**config.mk**
```make
export PLATFORM = sky130hd
export DESIGN_NAME = uart_text_cmd
export DESIGN_NICKNAME = d
export VERILOG_FILES = /design/src/rtl/uart_text_cmd_pkg.sv /design/src/rtl/uart_text_cmd_cell_sweep.sv /design/src/rtl/uart_text_cmd.sv
export SDC_FILE = /design/constraint.sdc
export NUM_CORES = 1
export LEC_CHECK = 0
export CAP_MARGIN = 20
export CORE_MARGIN = 10
export CORE_UTILIZATION = 50
export DETAILED_ROUTE_END_ITERATION = 10
export GPL_TIMING_DRIVEN = 0
export PLACE_DENSITY = 0.72
export SLEW_MARGIN = 20
export SYNTH_ARGS = -nofsm -noshare
export SYNTH_HDL_FRONTEND = slang
export SYNTH_SLANG_ARGS = --single-unit
```
**constraint.sdc**
```tcl
create_clock -name clk_i -period 2.2 [get_ports clk_i]
set_input_delay 0.44 -clock clk_i [delete_from_list [all_inputs] [get_ports clk_i]]
set_output_delay 0.44 -clock clk_i [all_outputs]
set_load 0.02 [all_outputs]
```
**src/rtl/uart_text_cmd_pkg.sv**
```systemverilog
// Shared constants, state encoding and small helpers for the UART text command decoder.
// Screen geometry matches a 1024x768 display with 8x16 glyphs.
// Imported by the decoder top and its cell sweep counter.
package uart_text_cmd_pkg;

  localparam int N_COL  = 128;
  localparam int N_ROW  = 48;
  localparam int COL_W  = 7;
  localparam int ROW_W  = 6;
  localparam int CHAR_W = 7;
  localparam int TO_W   = 17;

  localparam logic [7:0]        CMD_CLEAR  = 8'h80;
  localparam logic [CHAR_W-1:0] CHAR_SPACE = 7'h20;
  localparam logic [COL_W-1:0]  COL_LAST   = COL_W'(N_COL - 1);
  localparam logic [ROW_W-1:0]  ROW_LAST   = ROW_W'(N_ROW - 1);

  typedef enum logic [2:0] {
    S_COL  = 3'd0,
    S_ROW  = 3'd1,
    S_CHAR = 3'd2,
    S_EOL  = 3'd3,
    S_CLR  = 3'd4
  } state_t;

  // Out-of-range columns fold back by one screen width; the subtract has no carry out.
  function automatic logic [COL_W-1:0] fold_col(input logic [COL_W-1:0] c);
    if ({1'b0, c} >= (COL_W + 1)'(N_COL)) return c - COL_W'(N_COL);
    else return c;
  endfunction

  // A row index past the last text row cannot be written.
  function automatic logic row_bad(input logic [ROW_W-1:0] r);
    return ({1'b0, r} >= (ROW_W + 1)'(N_ROW));
  endfunction

endpackage

```
**src/rtl/uart_text_cmd_cell_sweep.sv**
```systemverilog
// Column/row raster counter: visits every cell once, column fastest, after a start pulse.
// Position is valid the cycle after i_start and advances one cell per cycle while active.
// Position holds at the last cell after the sweep so callers can keep showing it.
module uart_text_cmd_cell_sweep
  import uart_text_cmd_pkg::*;
(
  input  logic             clk_i,
  input  logic             rst_i,
  input  logic             i_start,
  output logic             o_active,
  output logic             o_done,
  output logic [COL_W-1:0] o_col,
  output logic [ROW_W-1:0] o_row
);

  logic             r_active;
  logic [COL_W-1:0] r_col;
  logic [ROW_W-1:0] r_row;
  logic             w_last;

  assign w_last   = (r_col == COL_LAST) && (r_row == ROW_LAST);
  assign o_active = r_active;
  assign o_done   = r_active & w_last;
  assign o_col    = r_col;
  assign o_row    = r_row;

  // Raster walk: restart at (0,0) on start, stop after the bottom-right cell.
  always_ff @(posedge clk_i) begin
    if (rst_i) begin
      r_active <= 1'b0;
      r_col    <= '0;
      r_row    <= '0;
    end else if (i_start) begin
      r_active <= 1'b1;
      r_col    <= '0;
      r_row    <= '0;
    end else if (r_active) begin
      if (w_last) begin
        r_active <= 1'b0;
      end else if (r_col == COL_LAST) begin
        r_col <= '0;
        r_row <= r_row + 1'b1;
      end else begin
        r_col <= r_col + 1'b1;
      end
    end
  end

endmodule

```
**src/rtl/uart_text_cmd.sv**
```systemverilog
// Decodes UART bytes (col,row,char,terminator) and clear commands into screen-buffer writes.
// Character write appears one cycle after the char byte is taken; clear writes one cell per cycle.
// No backpressure: bytes arriving during a clear are dropped and flagged in the sticky error.
module uart_text_cmd
  import uart_text_cmd_pkg::*;
#(
  parameter int TIMEOUT = 65000
) (
  input  logic              clk_i,
  input  logic              rst_i,
  input  logic              wr_i,
  input  logic [7:0]        data_i,
  output logic              wr_en_o,
  output logic [COL_W-1:0]  col_w_o,
  output logic [ROW_W-1:0]  row_w_o,
  output logic [CHAR_W-1:0] din_o,
  output logic              busy_o,
  output logic              err_o
);

  logic              r_wr_d;
  logic              w_accept;
  state_t            r_state;
  logic [TO_W-1:0]   r_to_cnt;
  logic              w_timeout;
  logic [COL_W-1:0]  r_fcol;
  logic [ROW_W-1:0]  r_frow;
  logic              r_bad_row;
  logic              r_wr_en;
  logic [COL_W-1:0]  r_col;
  logic [ROW_W-1:0]  r_row;
  logic [CHAR_W-1:0] r_din;
  logic              r_src_sweep;
  logic              r_err;
  logic              w_clr_start;
  logic              w_sw_active;
  logic              w_sw_done;
  logic [COL_W-1:0]  w_sw_col;
  logic [ROW_W-1:0]  w_sw_row;

  assign w_accept    = wr_i & ~r_wr_d;
  assign w_timeout   = (r_to_cnt == TO_W'(TIMEOUT));
  assign w_clr_start = (r_state == S_COL) && w_accept && (data_i == CMD_CLEAR);

  uart_text_cmd_cell_sweep u_sweep (
    .clk_i    (clk_i),
    .rst_i    (rst_i),
    .i_start  (w_clr_start),
    .o_active (w_sw_active),
    .o_done   (w_sw_done),
    .o_col    (w_sw_col),
    .o_row    (w_sw_row)
  );

  // The write port shows whichever source wrote last, so values hold between writes.
  assign wr_en_o = r_wr_en | w_sw_active;
  assign col_w_o = r_src_sweep ? w_sw_col : r_col;
  assign row_w_o = r_src_sweep ? w_sw_row : r_row;
  assign din_o   = r_src_sweep ? CHAR_SPACE : r_din;
  assign busy_o  = w_sw_active;
  assign err_o   = r_err;

  // Edge detector; resets high so a wr_i already high at reset release is not a byte.
  always_ff @(posedge clk_i) begin
    if (rst_i) r_wr_d <= 1'b1;
    else       r_wr_d <= wr_i;
  end

  // Mid-frame idle counter; cleared by any byte and parked at zero outside a frame.
  always_ff @(posedge clk_i) begin
    if (rst_i || r_state == S_COL || r_state == S_CLR || w_accept || w_timeout)
      r_to_cnt <= '0;
    else
      r_to_cnt <= r_to_cnt + 1'b1;
  end

  // Frame decoder: one state per accepted byte, a timeout drops a partial frame.
  always_ff @(posedge clk_i) begin
    if (rst_i) begin
      r_state     <= S_COL;
      r_fcol      <= '0;
      r_frow      <= '0;
      r_bad_row   <= 1'b0;
      r_wr_en     <= 1'b0;
      r_col       <= '0;
      r_row       <= '0;
      r_din       <= '0;
      r_src_sweep <= 1'b0;
      r_err       <= 1'b0;
    end else begin
      r_wr_en <= 1'b0;
      case (r_state)
        S_COL: begin
          if (w_accept) begin
            if (!data_i[7]) begin
              r_fcol  <= fold_col(data_i[COL_W-1:0]);
              r_state <= S_ROW;
            end else if (data_i == CMD_CLEAR) begin
              r_src_sweep <= 1'b1;
              r_state     <= S_CLR;
            end else begin
              r_err <= 1'b1;
            end
          end
        end
        S_ROW: begin
          if (w_accept) begin
            r_frow    <= data_i[ROW_W-1:0];
            r_bad_row <= row_bad(data_i[ROW_W-1:0]);
            if (row_bad(data_i[ROW_W-1:0])) r_err <= 1'b1;
            r_state <= S_CHAR;
          end else if (w_timeout) begin
            r_err   <= 1'b1;
            r_state <= S_COL;
          end
        end
        S_CHAR: begin
          if (w_accept) begin
            if (!r_bad_row) begin
              r_wr_en     <= 1'b1;
              r_col       <= r_fcol;
              r_row       <= r_frow;
              r_din       <= data_i[CHAR_W-1:0];
              r_src_sweep <= 1'b0;
            end
            r_state <= S_EOL;
          end else if (w_timeout) begin
            r_err   <= 1'b1;
            r_state <= S_COL;
          end
        end
        S_EOL: begin
          if (w_accept) begin
            r_state <= S_COL;
          end else if (w_timeout) begin
            r_err   <= 1'b1;
            r_state <= S_COL;
          end
        end
        S_CLR: begin
          if (w_accept) r_err <= 1'b1;
          if (w_sw_done) r_state <= S_COL;
        end
        default: r_state <= S_COL;
      endcase
    end
  end

endmodule

```
### Yosys cells after proc, flatten, opt, wreduce, memory -nomap -nowiden

Index checks and enable logic that the tools add are counted.

| cells by class | value |
|---|---|
| bitwise operators | 9 |
| eq/ne operators | 19 |
| reduce and logical (&&, ||, !) cells | 21 |
| $add $sub $neg | 3 |
| mux-type cells | 32 |
| magnitude comparators | 1 |

Operators with widths:

| kind | number |
|---|---|
| $mux W3 | 8 |
| $mux W7 | 3 |
| $add A17 B1 Y17 const B | 1 |
| $eq A17 B16 Y1 const B | 1 |
| $mux W1 | 17 |
| $pmux W3 S5 | 1 |
| $ne A2 B2 Y1 const B | 7 |
| $reduce_and A3 Y1 | 4 |
| $eq A8 B8 Y1 const B | 1 |
| $add A7 B1 Y7 const B | 1 |
| $eq A7 B7 Y1 const B | 1 |
| $reduce_and A7 Y1 | 1 |
| $add A6 B1 Y6 const B | 1 |
| $eq A3 B2 Y1 const B | 2 |
| $eq A6 B6 Y1 const B | 1 |
| $ge A6 B6 Y1 const B | 1 |
| $mux W6 | 1 |
| $not A1 Y1 | 6 |
| $reduce_and A6 Y1 | 1 |
| $logic_or A1 B1 Y1 | 4 |
| $ne A2 B1 Y1 const B | 2 |
| $pmux W1 S4 | 1 |
| $reduce_and A2 Y1 | 2 |
| $reduce_bool A4 Y1 | 1 |
| 12 further kinds | 16 |

| storage, ports and cells | value |
|---|---|
| bits in registers | 72 |
| logic and storage cells | 100 |
| output and inout bits | 23 |
| bits of input ports | 11 |

### Depth between registers and ports, before layout

Gate-level depths: netlist of run 1.

| logic depth | value |
|---|---|
| depth after elaboration | 5 |
| depth in mapped cells | 7 |
| gate-level depth less buffers | 6 |

### Hierarchy

A second synthesis of run 1 with hierarchy kept.

| second synthesis, totals | value |
|---|---|
| cell total of the unflattened synthesis | 384 |
| area total of the unflattened synthesis | 3293.2 um^2 |

By module, submodules not included:

| module | cells each | area each (um^2) | instances | seq. area each (um^2) |
|---|---|---|---|---|
| uart_text_cmd | 301 | 2606.2 | 1 | 1161.1 |
| uart_text_cmd_cell_sweep | 83 | 686.9 | 1 | 280.3 |

### Worst setup path after synthesis of run 1

OpenSTA, ideal clock, no wires.

| timing | value |
|---|---|
| kind | reg-to-reg |
| start point | register u_sweep.r_col[0], in the netlist u_sweep.o_col[0] |
| end point | register u_sweep.r_row[1], in the netlist u_sweep.o_row[1] |
| stages on the path, launching flop included | 7 |
| setup time | 0.071 ns |
| path buffers | 1 |
| slack | 0.499 ns |
| arrival | 1.630 ns |
| clock period less this slack | 1.701 ns |
| required time | 2.129 ns |
| cells stage by stage | dfxtp_1 -> ha_1 -> and3_1 -> nand3_1 -> clkbuf_1 -> or3b_2 -> a21oi_1 |

| on the way | value |
|---|---|
| word-level cells in the longest chain between the ends | 4 |

Ends and longest elaborated chain:

| element | line | RTL |
|---|---|---|
| start, declared | uart_text_cmd_cell_sweep.sv:17 | `logic [COL_W-1:0] r_col;` |
| start signal, assigned | uart_text_cmd_cell_sweep.sv:44 | `r_col <= r_col + 1'b1;` |
| $eq A7 B7 Y1 (*) | uart_text_cmd_cell_sweep.sv:21, uart_text_cmd_cell_sweep.sv:40 |  |
| $logic_and A1 B1 Y1 | uart_text_cmd_cell_sweep.sv:21 | `assign w_last = (r_col == COL_LAST) && (r_row == ROW_LAST);` |
| $not A1 Y1 (no source line) | -- |  |
| $reduce_and A3 Y1 (no source line) (*) | -- |  |
| end signal, assigned | uart_text_cmd_cell_sweep.sv:42 | `r_row <= r_row + 1'b1;` |
| end, declared | uart_text_cmd_cell_sweep.sv:18 | `logic [ROW_W-1:0] r_row;` |

Every way passes the cells marked *; elsewhere a longest branch is shown, timed or not.
A chain may end at the register's enable or synchronous reset.

### Worst setup path after layout of run 1

| timing | value |
|---|---|
| start point | register r_src_sweep |
| end point | output din_o[5] |

| on the way | value |
|---|---|
| word-level cells in the longest chain between the ends | 1 |

Ends and longest elaborated chain:

| element | line | RTL |
|---|---|---|
| start, declared | uart_text_cmd.sv:33 | `logic r_src_sweep;` |
| start signal, assigned | uart_text_cmd.sv:88 | `r_src_sweep <= 1'b0;` |
| start signal, assigned | uart_text_cmd.sv:99 | `r_src_sweep <= 1'b1;` |
| start signal, assigned | uart_text_cmd.sv:124 | `r_src_sweep <= 1'b0;` |
| $mux W7 | uart_text_cmd.sv:59 | `assign din_o = r_src_sweep ? CHAR_SPACE : r_din;` |
| end, declared | uart_text_cmd.sv:16 | `output logic [CHAR_W-1:0] din_o,` |

Every way passes these cells.

==> results.txt, run 1 <==
----------------------------------------------------
[Synthesis]
  Count of different cell masters after synthesis ... 45
  Mapped cell area ... 0.003198 sq mm
  Count of flip-flops with a built-in enable after synthesis ... 0
  Post-synth ARST share ... 0%
  Proportion of synthesized chip area in sequential cells ... a little under half
  Net Count, Synth ... 396
  Dominant synthesized flop cell ... sky130_fd_sc_hd__dfxtp_1
  #FFs+latches synth ... 72
  Yosys warning count ... 0
  Syn Area/Cell ... 8.394 sq um
  Gate count after technology mapping ... 381

[Clocking]
  Quantity of hold-fixing buffers added after cts ... 0
  CTS Sinks ... 72
  Buffers from clock root to sink, at most ... 2
  CTS tree ... yes
  Setup Fix Bufs, Post-CTS ... 0
  H-tree depth reported by CTS ... 3
  Clk Latency, worst-skew pair ... 0.33 ns
  Clock root buffer ... sky130_fd_sc_hd__clkbuf_8
  Number of buffers created by CTS ... 9
  Clock transition at the register clock pins on the worst setup and hold paths after CTS ... 0.07 ns

[Cells and area]
  Non-filler instance count after layout ... 504
  Area Growth Syn to Fin ... 17.68%
  Antenna cells ... 0
  Proportion of layout cells with a drive suffix above 1 ... under 10%
  Count of filler cells inserted in the layout ... 584
  Post-layout instance area ... 0.003764 sq mm
  Total Nets Final ... 439

[Placed design]
  Number of port buffers ... 32
  Total instance count after detailed placement ... 490
  Placement Setup Slack ... -0.2052 ns
  Placed standard-cell area ... 0.003615 sq mm
  Half-perimeter wire length after detailed placement ... 5410 um
  Placer's final routability congestion estimate ... 0.8249

[Route]
  DRC violation count after routing ... 0
  Number of vias after detailed routing ... between 2k and 3k
  Number of optimization iterations in the first detailed-route pass ... 5
  Routed wire per std cell ... 14.68 um
  Total length of routed wires ... around 7400 um
  DRT antenna net count ... 0
  Drt initial violations ... around 120
  Post-detailed-route via-to-cell ratio ... between 5 and 6

[Floorplanning]
  Horizontal die dimension ... 99.98 um
  Total Die Area ... ~0.010 sq mm
  Starting density of the core ... around half
  Y dimension of the die ... 99.98 um
  Standard-cell rows ... 29
  Std-Cell Core Area ... 0.006277 sq mm
  I/O Pins ... 34

[STA]
  Skew final ... 0.005016 ns
  Max Transition Viols Final ... 0
  Final count of negative-setup-slack endpoints ... 0
  Crit path setup slack, layout ... 0.07668 ns
  Timing-limited maximum frequency ... roughly 470 MHz
  Unrepaired setup endpoints after global routing ... no
  Pin slew with the least headroom to its limit ... 0.5162 ns
  Share of the cycle needed by the critical path after routing ... between 90% and 100%
  Total negative slack ... 0 ns
  Final Critical Period ... 2.123 ns
  Count of endpoints failing hold in the final timing report ... 0
  Worst slew margin ... 65.58%

[Setup path]
  Capturing element of the worst setup path ... din_o[5]
  Register-to-register setup slack ... 0.20 ns
  Worst flop-to-flop path startpoint ... u_sweep.o_col[0]$_SDFFE_PP0P_
  Critical Path Sink Type ... primary output
  Critical Setup Path Class ... reg -> out
  Required time at the endpoint of the critical path ... 1.76 ns
  Data arrival, critical path ... 1.68 ns
  Beginning of the critical path ... r_src_sweep$_SDFFE_PP0P_
  Worst reg2reg path depth ... 6
  Worst-path fanout max ... 10
  Worst setup SP type ... flop
  Worst reg2reg endpoint ... u_sweep.o_row[1]$_SDFFE_PP0P_

[Run]
  Max-cap violations ... 0

[Power]
  Leakage power summed over all cells ... 0.001289 uW
  Max VDD drop ... 362.4 uV
  Power per Cell Area ... 604.0 mW/mm^2

[Global route]
  Largest net degree at the start of global routing ... 11
  Number of global-route vias before repair ... 2613
  Overall fraction of global-route tracks in use ... approximately 15%
  Number of antenna violations at the first check in global routing ... 0
  Wire length of the first global-routing pass ... around 12000 um
  Sum of overflow across all layers after global routing ... 0

[Min path]
  Worst min-delay path category ... reg -> reg

[Run status]
  Outcome ... complete, no violations

----------------------------------------------------
layout make-up:
| class | count | area (sq um) | share of cell area [%] |
|---|---|---|---|
| flip-flops and latches | 72 | 1441 | 38.30 |
| multi-input cells | 282 | 1653 | 43.92 |
| clock buffers | 13 | 148.9 | 3.956 |
| repair buffers | 32 | 305.3 | 8.112 |
| plain buffers | 18 | 80.08 | 2.128 |
| well taps | 77 | 96.34 | 2.560 |
| clock inverters | 1 | 5.005 | 0.1330 |
| inverters | 9 | 33.78 | 0.8976 |
routing by layer:
layer / part of all wire (%) / vias up / global-route usage (%)
met1: 46 / 1307 / 18.67
met2: 48 / 67 / 23.59
li1: - / 1425 / -
met5: 0 / - / 0
met4: 1.3 / 0 / 7.065
met3: 4.9 / 10 / 2.953
per-stage QoR:
stage	utilization [%]	hold WS, ns	power (uW)
finish	59.96	0.4514	2273
global route	59.96	0.4770	2354
global placement	57.58	0.4391	1426
floorplan	-	0.4254	1384
detailed placement	57.58	0.4438	1427
CTS	59.92	0.4521	2295
worst min path at each step:
stage	from	end	slack (ns)	cells after the start
after floorplan	r_to_cnt[0]$_SDFF_PP0_	r_to_cnt[0]$_SDFF_PP0_	0.43	1
after global placement	r_to_cnt[0]$_SDFF_PP0_	r_to_cnt[0]$_SDFF_PP0_	0.44	1
after detailed placement	r_din[0]$_SDFFE_PP0P_	r_din[0]$_SDFFE_PP0P_	0.44	2
after CTS	r_frow[3]$_SDFFE_PP0P_	r_row[3]$_SDFFE_PP0P_	0.45	2
after global routing	r_din[6]$_SDFFE_PP0P_	r_din[6]$_SDFFE_PP0P_	0.48	2
final	r_din[1]$_SDFFE_PP0P_	r_din[1]$_SDFFE_PP0P_	0.45	2
cell usage after synthesis, drive strengths merged (2+ instances only):
master  count  share of area [%]
nand4       6                1.2
inv         9                1.1
clkbuf     16                1.9
or3b        2               0.55
o21ai      15                2.5
nor3        4               0.98
o211ai      2               0.47
or4         9                2.2
or2         5               0.98
a21oi      48                7.5
and3        5                1.0
o31ai       6                1.4
xor2        6                1.6
nor4        2               0.39
or3         9                1.8
nand3      22                3.6
nor2       26                3.1
nand2      62                7.3
nor2b       8                1.6
dfxtp      72                 45
nand2b      4               0.78
buf         2               0.39
mux2i       7                2.2
mux2       13                4.6
xnor2       4                1.1
ha          4                1.6
registers in the layout, indices dropped and copies added (netlist names), 3 cells and up:
register       cells
r_din              7
r_col              7
r_to_cnt          17
u_sweep.o_col      7
r_row              6
u_sweep.o_row      6
r_fcol             7
r_frow             6
r_state            3
power by group:
part / total [uW] / switching [uW] / internal (uW)
clock: 874 / 447 / 428
sequential: 1310 / 4.06 / 1310
combinational: 86.3 / 53.4 / 33.0
worst max-delay path, cell delays in order, from the launching register on:
cell and delay [ns]:
sky130_fd_sc_hd__dfxtp_1 0.33, sky130_fd_sc_hd__clkbuf_4 0.19, sky130_fd_sc_hd__or2_2 0.29, sky130_fd_sc_hd__clkdlybuf4s50_1 0.54
repair_timing:
action | CTS | global route
resized for setup | 16 | 1
pin swaps | 0 | 0
setup endpoints to repair | 19 | 9
logic make-up (layout without fill, tap and decap cells):
kind of cell    Yosys count  after routing  synth area share (%)
mux                      20             20                 6.768
simple gates            168            168                 26.29
xor+xnor                 10             10                 2.739
flops                    72             72                 45.07
fa+ha+maj                 4              4                 1.565
buf+inv                  27             73                 3.325
compound gates           80             80                 14.24
cells in the final DEF, fill, tap and decap left out, types with 5 or more instances in the layout:
cell type                         synthesis  final
sky130_fd_sc_hd__dfxtp_1                 72     72
sky130_fd_sc_hd__nand2_1                 62     61
sky130_fd_sc_hd__a21oi_1                 48     48
sky130_fd_sc_hd__nor2_1                  26     26
sky130_fd_sc_hd__nand3_1                 21     21
sky130_fd_sc_hd__clkdlybuf4s50_1          0     20
sky130_fd_sc_hd__clkbuf_1                16     17
sky130_fd_sc_hd__o21ai_0                 14     14
sky130_fd_sc_hd__mux2_2                  13     13
sky130_fd_sc_hd__dlygate4sd2_1            0     12
sky130_fd_sc_hd__clkbuf_8                 0     10
sky130_fd_sc_hd__inv_1                    9      9
sky130_fd_sc_hd__or3_1                    9      9
sky130_fd_sc_hd__nor2b_1                  8      8
sky130_fd_sc_hd__or4_1                    8      8
sky130_fd_sc_hd__mux2i_1                  7      7
sky130_fd_sc_hd__nand4_1                  6      6
sky130_fd_sc_hd__o31ai_1                  6      6
sky130_fd_sc_hd__xor2_1                   6      6
sky130_fd_sc_hd__or2_2                    5      5
Power figures use the tool's default switching activity.
==> run 2, diff against run 1 <==
Settings changed: CORE_UTILIZATION 50 to 40, PLACE_DENSITY 0.72 to default.
==> results.txt, run 2 (synthesized netlist as in run 1, its figures left out) <==
----------------------------------------------------
[Run status]
  Outcome ... complete, no violations

[Min path]
  Endpoint, Worst Hold ... r_col[2]$_SDFFE_PP0P_
  Hold Path Stages ... 2
  Start point of the worst hold path ... r_col[2]$_SDFFE_PP0P_
  Worst min-delay path category ... reg -> reg

[Cells and area]
  Most frequent cells in the layout ... sky130_fd_sc_hd__dfxtp_1, sky130_fd_sc_hd__nand2_1, sky130_fd_sc_hd__a21oi_1
  Antenna cells ... 0
  Most common cell after layout, fill and taps aside ... sky130_fd_sc_hd__dfxtp_1
  Area Growth Syn to Fin ... 18.90%
  Flip-flop count of the largest register after layout ... 17
  Proportion of layout cells with a drive suffix above 1 ... 10.28%
  Total Nets Final ... 439
  Register with the highest flop count ... r_to_cnt

[Setup path]
  Cell class contributing the biggest share of worst-path delay ... simple AND/OR/NAND/NOR gates
  Critical Path Slowest Stage Cell ... sky130_fd_sc_hd__clkdlybuf4s50_1
  Worst reg2reg path depth ... 6
  Worst flop-to-flop path startpoint ... u_sweep.o_col[0]$_SDFFE_PP0P_
  Worst reg2reg endpoint ... u_sweep.o_row[1]$_SDFFE_PP0P_
  Data arrival, critical path ... 2.37 ns
  Register-to-register setup slack ... about 0.17 ns
  Worst setup SP type ... input pin
  Critical path buffer and inverter count ... 2
  Crit-path cells ... clkdlybuf4s50_1, nor3b_1, buf_2, nand4_1, nand2_1, nor2_1
  Required time at the endpoint of the critical path ... approximately 2.4 ns
  Critical Setup Path Class ... in -> reg
  Largest stage delay, worst path ... approximately 0.53 ns
  Worst-path fanout max ... 10
  Critical Path Sink Type ... flop

[Global route]
  Largest net degree at the start of global routing ... 13
  Number of antenna violations at the first check in global routing ... 0
  Number of global-route vias before repair ... 2611
  Overall fraction of global-route tracks in use ... 13.14%
  Sum of overflow across all layers after global routing ... 0
  Wire length of the first global-routing pass ... 12580 um

[Clocking]
  Number of buffers created by CTS ... 9
  Buffers from clock root to sink, at most ... 2
  Clock transition at the register clock pins on the worst setup and hold paths after CTS ... ~0.07 ns
  Clock root buffer ... sky130_fd_sc_hd__clkbuf_8
  Quantity of hold-fixing buffers added after cts ... 0
  CTS Sinks ... 72
  Clk Latency, worst-skew pair ... approximately 0.34 ns
  H-tree depth reported by CTS ... 3
  CTS tree ... yes

[STA]
  Crit path setup slack, layout ... 0.05508 ns
  Worst-case hold slack ... 0.4548 ns
  Timing-limited maximum frequency ... 466.2 MHz
  Skew final ... approximately 0.0058 ns
  Max Transition Viols Final ... 0
  Count of endpoints failing hold in the final timing report ... 0
  Final Critical Period ... 2.145 ns
  Share of the cycle needed by the critical path after routing ... 97.50%
  Final count of negative-setup-slack endpoints ... 0
  Pin slew with the least headroom to its limit ... 0.4847 ns
  Unrepaired setup endpoints after global routing ... no
  Worst slew margin ... approximately two thirds

[Route]
  Total length of routed wires ... between 7000 and 8000 um
  Post-detailed-route via-to-cell ratio ... between 5 and 6
  Met3 WL ... 400 um
  Total length of routed met2 wires ... between 3000 and 4000 um
  Highest routing layer actually used ... met4
  Met1 Wirelength ... 3642 um
  Routed wire per std cell ... 14.47 um
  Number of vias after detailed routing ... 2764
  DRT antenna net count ... 0
  Number of optimization iterations in the first detailed-route pass ... 4
  Drt initial violations ... 100
  DRC violation count after routing ... 0

[Floorplanning]
  Std-Cell Core Area ... approximately 0.0078 sq mm
  Standard-cell rows ... 32
  Starting density of the core ... 41.17%
  Horizontal die dimension ... 109.4 um
  I/O Pins ... 34
  Y dimension of the die ... 109.4 um
  Total Die Area ... 0.01197 sq mm

[Placed design]
  Half-perimeter wire length after detailed placement ... 5635 um
  Placer's final routability congestion estimate ... just over 0.8
  Placement Setup Slack ... -0.2424 ns
  Number of port buffers ... 32

[Run]
  Max-cap violations ... 0

[Power]
  Leakage power summed over all cells ... 0.001317 uW
  Power per Cell Area ... about 600 mW/mm^2
  Max VDD drop ... 402.0 uV

----------------------------------------------------
==> run 2: power by group <==
part	switching (uW)	internal [uW]
Sequential	4.02	1310
Clock	482	398
Combinational	54.0	32.8
Total	540	1740
==> run 2: per-layer routing <==
| metal | vias to the layer above | GRT usage [%] |
|---|---|---|
| li1 | 1421 | - |
| met1 | 1279 | 16.36 |
| met2 | 54 | 21.12 |
| met3 | 10 | 4.564 |
| met4 | 0 | 3.625 |
| met5 | - | 0 |
==> run 2: through the flow <==
| stage | setup TNS, ns | instance area [sq um] | utilization (%) | cells | total power (uW) |
|---|---|---|---|---|---|
| floorplan | 0 | 3198 | - | 381 | 1384 |
| detailed placement | -4.001 | 3646 | 46.94 | 515 | 1429 |
| global route | 0 | 3802 | 48.95 | 530 | 2383 |
| global placement | -3.607 | 3646 | 46.94 | 515 | 1428 |
| finish | 0 | 3802 | 48.95 | 530 | 2279 |
| CTS | 0 | 3800 | 48.92 | 530 | 2320 |
==> run 2: worst max-delay path by stage <==
stage                                         end  slack [ns]                           from  cells past startpoint
floorplan           u_sweep.o_row[1]$_SDFFE_PP0P_        0.50  u_sweep.o_col[0]$_SDFFE_PP0P_                      6
global placement    u_sweep.o_col[1]$_SDFFE_PP0P_       -0.22                           wr_i                      6
detailed placement  u_sweep.o_col[1]$_SDFFE_PP0P_       -0.24                           wr_i                      6
CTS                                      din_o[5]        0.04       r_src_sweep$_SDFFE_PP0P_                      3
global route                             din_o[6]       0.003       r_src_sweep$_SDFFE_PP0P_                      3
finish              u_sweep.o_col[1]$_SDFFE_PP0P_        0.06                           wr_i                      6
==> run 2: final cells by class <==
type,count,area (sq um)
plain buffers,18,80.08
clock buffers,9,123.9
clock inverters,6,37.54
fillers,794,3965
inverters,9,33.78
multi-input cells,282,1650
flip-flops and latches,72,1441
well taps,102,127.6
repair buffers,32,307.8
==> run 2: timing repair <==
action / in CTS / in global routing
buffers inserted: 0 / 0
gates resized for setup: 16 / 1
endpoints found under the setup margin: 19 / 1
==> run 2: tightest hold or removal path, cell delays in order, from the launching register on <==
cell and delay [ns]:
sky130_fd_sc_hd__dfxtp_1 0.31, sky130_fd_sc_hd__nand2_1 0.05, sky130_fd_sc_hd__a21oi_1 0.05
==> run 3, diff against run 2 <==
--- a/config.mk
+++ b/config.mk
@@ -9,5 +9,6 @@
 export CORE_MARGIN = 10
-export CORE_UTILIZATION = 40
+export CORE_UTILIZATION = 45
 export DETAILED_ROUTE_END_ITERATION = 10
 export GPL_TIMING_DRIVEN = 0
+export PLACE_DENSITY = 0.66
 export SLEW_MARGIN = 20
--- a/constraint.sdc
+++ b/constraint.sdc
@@ -3,2 +3,2 @@
 set_output_delay 0.44 -clock clk_i [all_outputs]
-set_load 0.02 [all_outputs]
+set_load 0.01 [all_outputs]
==> results.txt, run 3 (synthesized netlist as in run 1, its figures left out) <==
----------------------------------------------------
[Run status]
  Outcome ... complete, no violations

[Clocking]
  Clock transition at the register clock pins on the worst setup and hold paths after CTS ... 0.07 ns
  Clk Latency, worst-skew pair ... between 0.3 and 0.4 ns
  CTS Sinks ... between 70 and 80
  Setup Fix Bufs, Post-CTS ... 0
  Quantity of hold-fixing buffers added after cts ... 0
  Clock root buffer ... sky130_fd_sc_hd__clkbuf_8
  Buffers from clock root to sink, at most ... 2
  CTS tree ... yes
  Number of buffers created by CTS ... 9
  H-tree depth reported by CTS ... 3

[Placed design]
  Placer's final routability congestion estimate ... approximately 0.83
  Half-perimeter wire length after detailed placement ... between 5000 and 6000 um
  Total instance count after detailed placement ... 509
  Placement Setup Slack ... -0.1747 ns
  Number of port buffers ... 32

[Floorplanning]
  Starting density of the core ... 46.56%
  Standard-cell rows ... 30
  Horizontal die dimension ... roughly 100 um
  I/O Pins ... 34
  Std-Cell Core Area ... 0.006869 sq mm
  Total Die Area ... 0.01088 sq mm
  Y dimension of the die ... 104.3 um

[Setup path]
  Worst-path fanout max ... 10
  Register-to-register setup slack ... roughly 0.24 ns
  Data arrival, critical path ... 1.69 ns
  Critical Setup Path Class ... reg -> out
  Critical Path Slowest Stage Cell ... sky130_fd_sc_hd__clkdlybuf4s50_1
  Required time at the endpoint of the critical path ... 1.76 ns
  Largest stage delay, worst path ... ~0.48 ns
  Critical path buffer and inverter count ... 2
  Cell class contributing the biggest share of worst-path delay ... buffers and inverters
  Critical Path Sink Type ... primary output
  Worst setup SP type ... flop
  Crit-path cells ... buf_6, mux2_2, clkdlybuf4s50_1

[Cells and area]
  Flip-flop count of the largest register after layout ... 17
  Total Nets Final ... 439
  Non-filler instance count after layout ... around 520
  Proportion of layout cells with a drive suffix above 1 ... 10.09%
  Antenna cells ... 0
  Register with the highest flop count ... r_to_cnt
  Most common cell after layout, fill and taps aside ... sky130_fd_sc_hd__dfxtp_1
  Most frequent cells in the layout ... sky130_fd_sc_hd__dfxtp_1, sky130_fd_sc_hd__nand2_1, sky130_fd_sc_hd__a21oi_1
  Area Growth Syn to Fin ... 19.37%

[STA]
  Timing-limited maximum frequency ... 468.6 MHz
  Share of the cycle needed by the critical path after routing ... ~97%
  Crit path setup slack, layout ... 0.06578 ns
  Skew final ... 0.01074 ns
  Worst-case hold slack ... 0.4510 ns
  Final count of negative-setup-slack endpoints ... 0
  Unrepaired setup endpoints after global routing ... no
  Pin slew with the least headroom to its limit ... 0.5169 ns
  Final Critical Period ... approximately 2.1 ns
  Max Transition Viols Final ... 0
  Count of endpoints failing hold in the final timing report ... 0
  Worst slew margin ... between 60 and 70%
  Total negative slack ... 0 ns

[Route]
  DRT antenna net count ... 0
  Post-detailed-route via-to-cell ratio ... between 5 and 6
  Routed wire per std cell ... roughly 14 um
  Number of vias after detailed routing ... 2787
  Total length of routed wires ... 7354 um
  DRC violation count after routing ... 0
  Drt initial violations ... about 140
  Number of optimization iterations in the first detailed-route pass ... 4

[Power]
  Leakage power summed over all cells ... about 0.0012 uW
  Max VDD drop ... 339.6 uV
  Power per Cell Area ... 600.8 mW/mm^2

[Global route]
  Number of global-route vias before repair ... 2644
  Number of antenna violations at the first check in global routing ... 0
  Wire length of the first global-routing pass ... 12560 um
  Overall fraction of global-route tracks in use ... 13.65%
  Largest net degree at the start of global routing ... 11
  Sum of overflow across all layers after global routing ... 0

[Run]
  Max-cap violations ... 0

[Min path]
  Worst min-delay path category ... reg -> reg

----------------------------------------------------
[run 3: cell types whose count changed in the layout (fill, tap and decap cells not counted), sizes merged]
cell,delta
buf,+2
clkinv,-5
dlymetal6s2s,-1
clkdlybuf4s50,+13
dlygate4sd2,-12
clkbuf,+1
[run 3: stage by stage]
step | instance area (sq um) | util [%] | total power (uW)
global placement | 3638 | 52.97 | 1426
CTS | 3806 | 55.41 | 2316
detailed placement | 3638 | 52.97 | 1427
global route | 3817 | 55.57 | 2379
finish | 3817 | 55.57 | 2293
floorplan | 3198 | - | 1384
[run 3: what timing repair did]
action,CTS,global route
gates resized for setup,4,6
endpoints found under the setup margin,13,17
endpoints found under the hold margin,0,0
[run 3: worst paths after layout]
| kind | startpoint | endpoint | depth (start not counted) |
|---|---|---|---|
| worst min-delay path | r_din[0]$_SDFFE_PP0P_ | r_din[0]$_SDFFE_PP0P_ | 2 |
| worst max-delay path | r_src_sweep$_SDFFE_PP0P_ | col_w_o[1] | 3 |
| worst min register to register | r_din[0]$_SDFFE_PP0P_ | r_din[0]$_SDFFE_PP0P_ | 2 |
| worst max register to register | u_sweep.o_col[0]$_SDFFE_PP0P_ | u_sweep.o_row[1]$_SDFFE_PP0P_ | 6 |
[run 3: cell type report]
cell class	instances	area (sq um)
fillers	660	3052
multi-input cells	282	1653
flip-flops and latches	72	1443
repair buffers	32	320.3
clock buffers	12	155.1
well taps	96	120.1
plain buffers	18	87.58
inverters	9	33.78
clock inverters	1	5.005
[run 3: power by group]
| group | switching, uW | internal [uW] | total [uW] |
|---|---|---|---|
| registers | 3.82 | 1310 | 1310 |
| clock network | 444 | 451 | 895 |
| logic | 52.7 | 33.0 | 85.7 |
| total | 501 | 1790 | 2290 |
[run 3: per-layer routing]
metal	part of all wire (%)	GRT usage (%)	vias to the layer above
li1	-	-	1420
met1	47	17.04	1305
met5	0	0	-
met3	4.5	3.779	10
met4	1.3	5.070	0
met2	47	21.75	52
[run 3: worst register-to-register path, delay by kind of cell (launching register included)]
kind / cells / cell delay, ns
AND/OR/NAND/NOR: 3 / 0.84
flip-flops: 1 / 0.40
adder cells (fa/ha/maj): 1 / 0.27
buffers and inverters: 1 / 0.25
AO/OA/AOI/OAI: 1 / 0.13
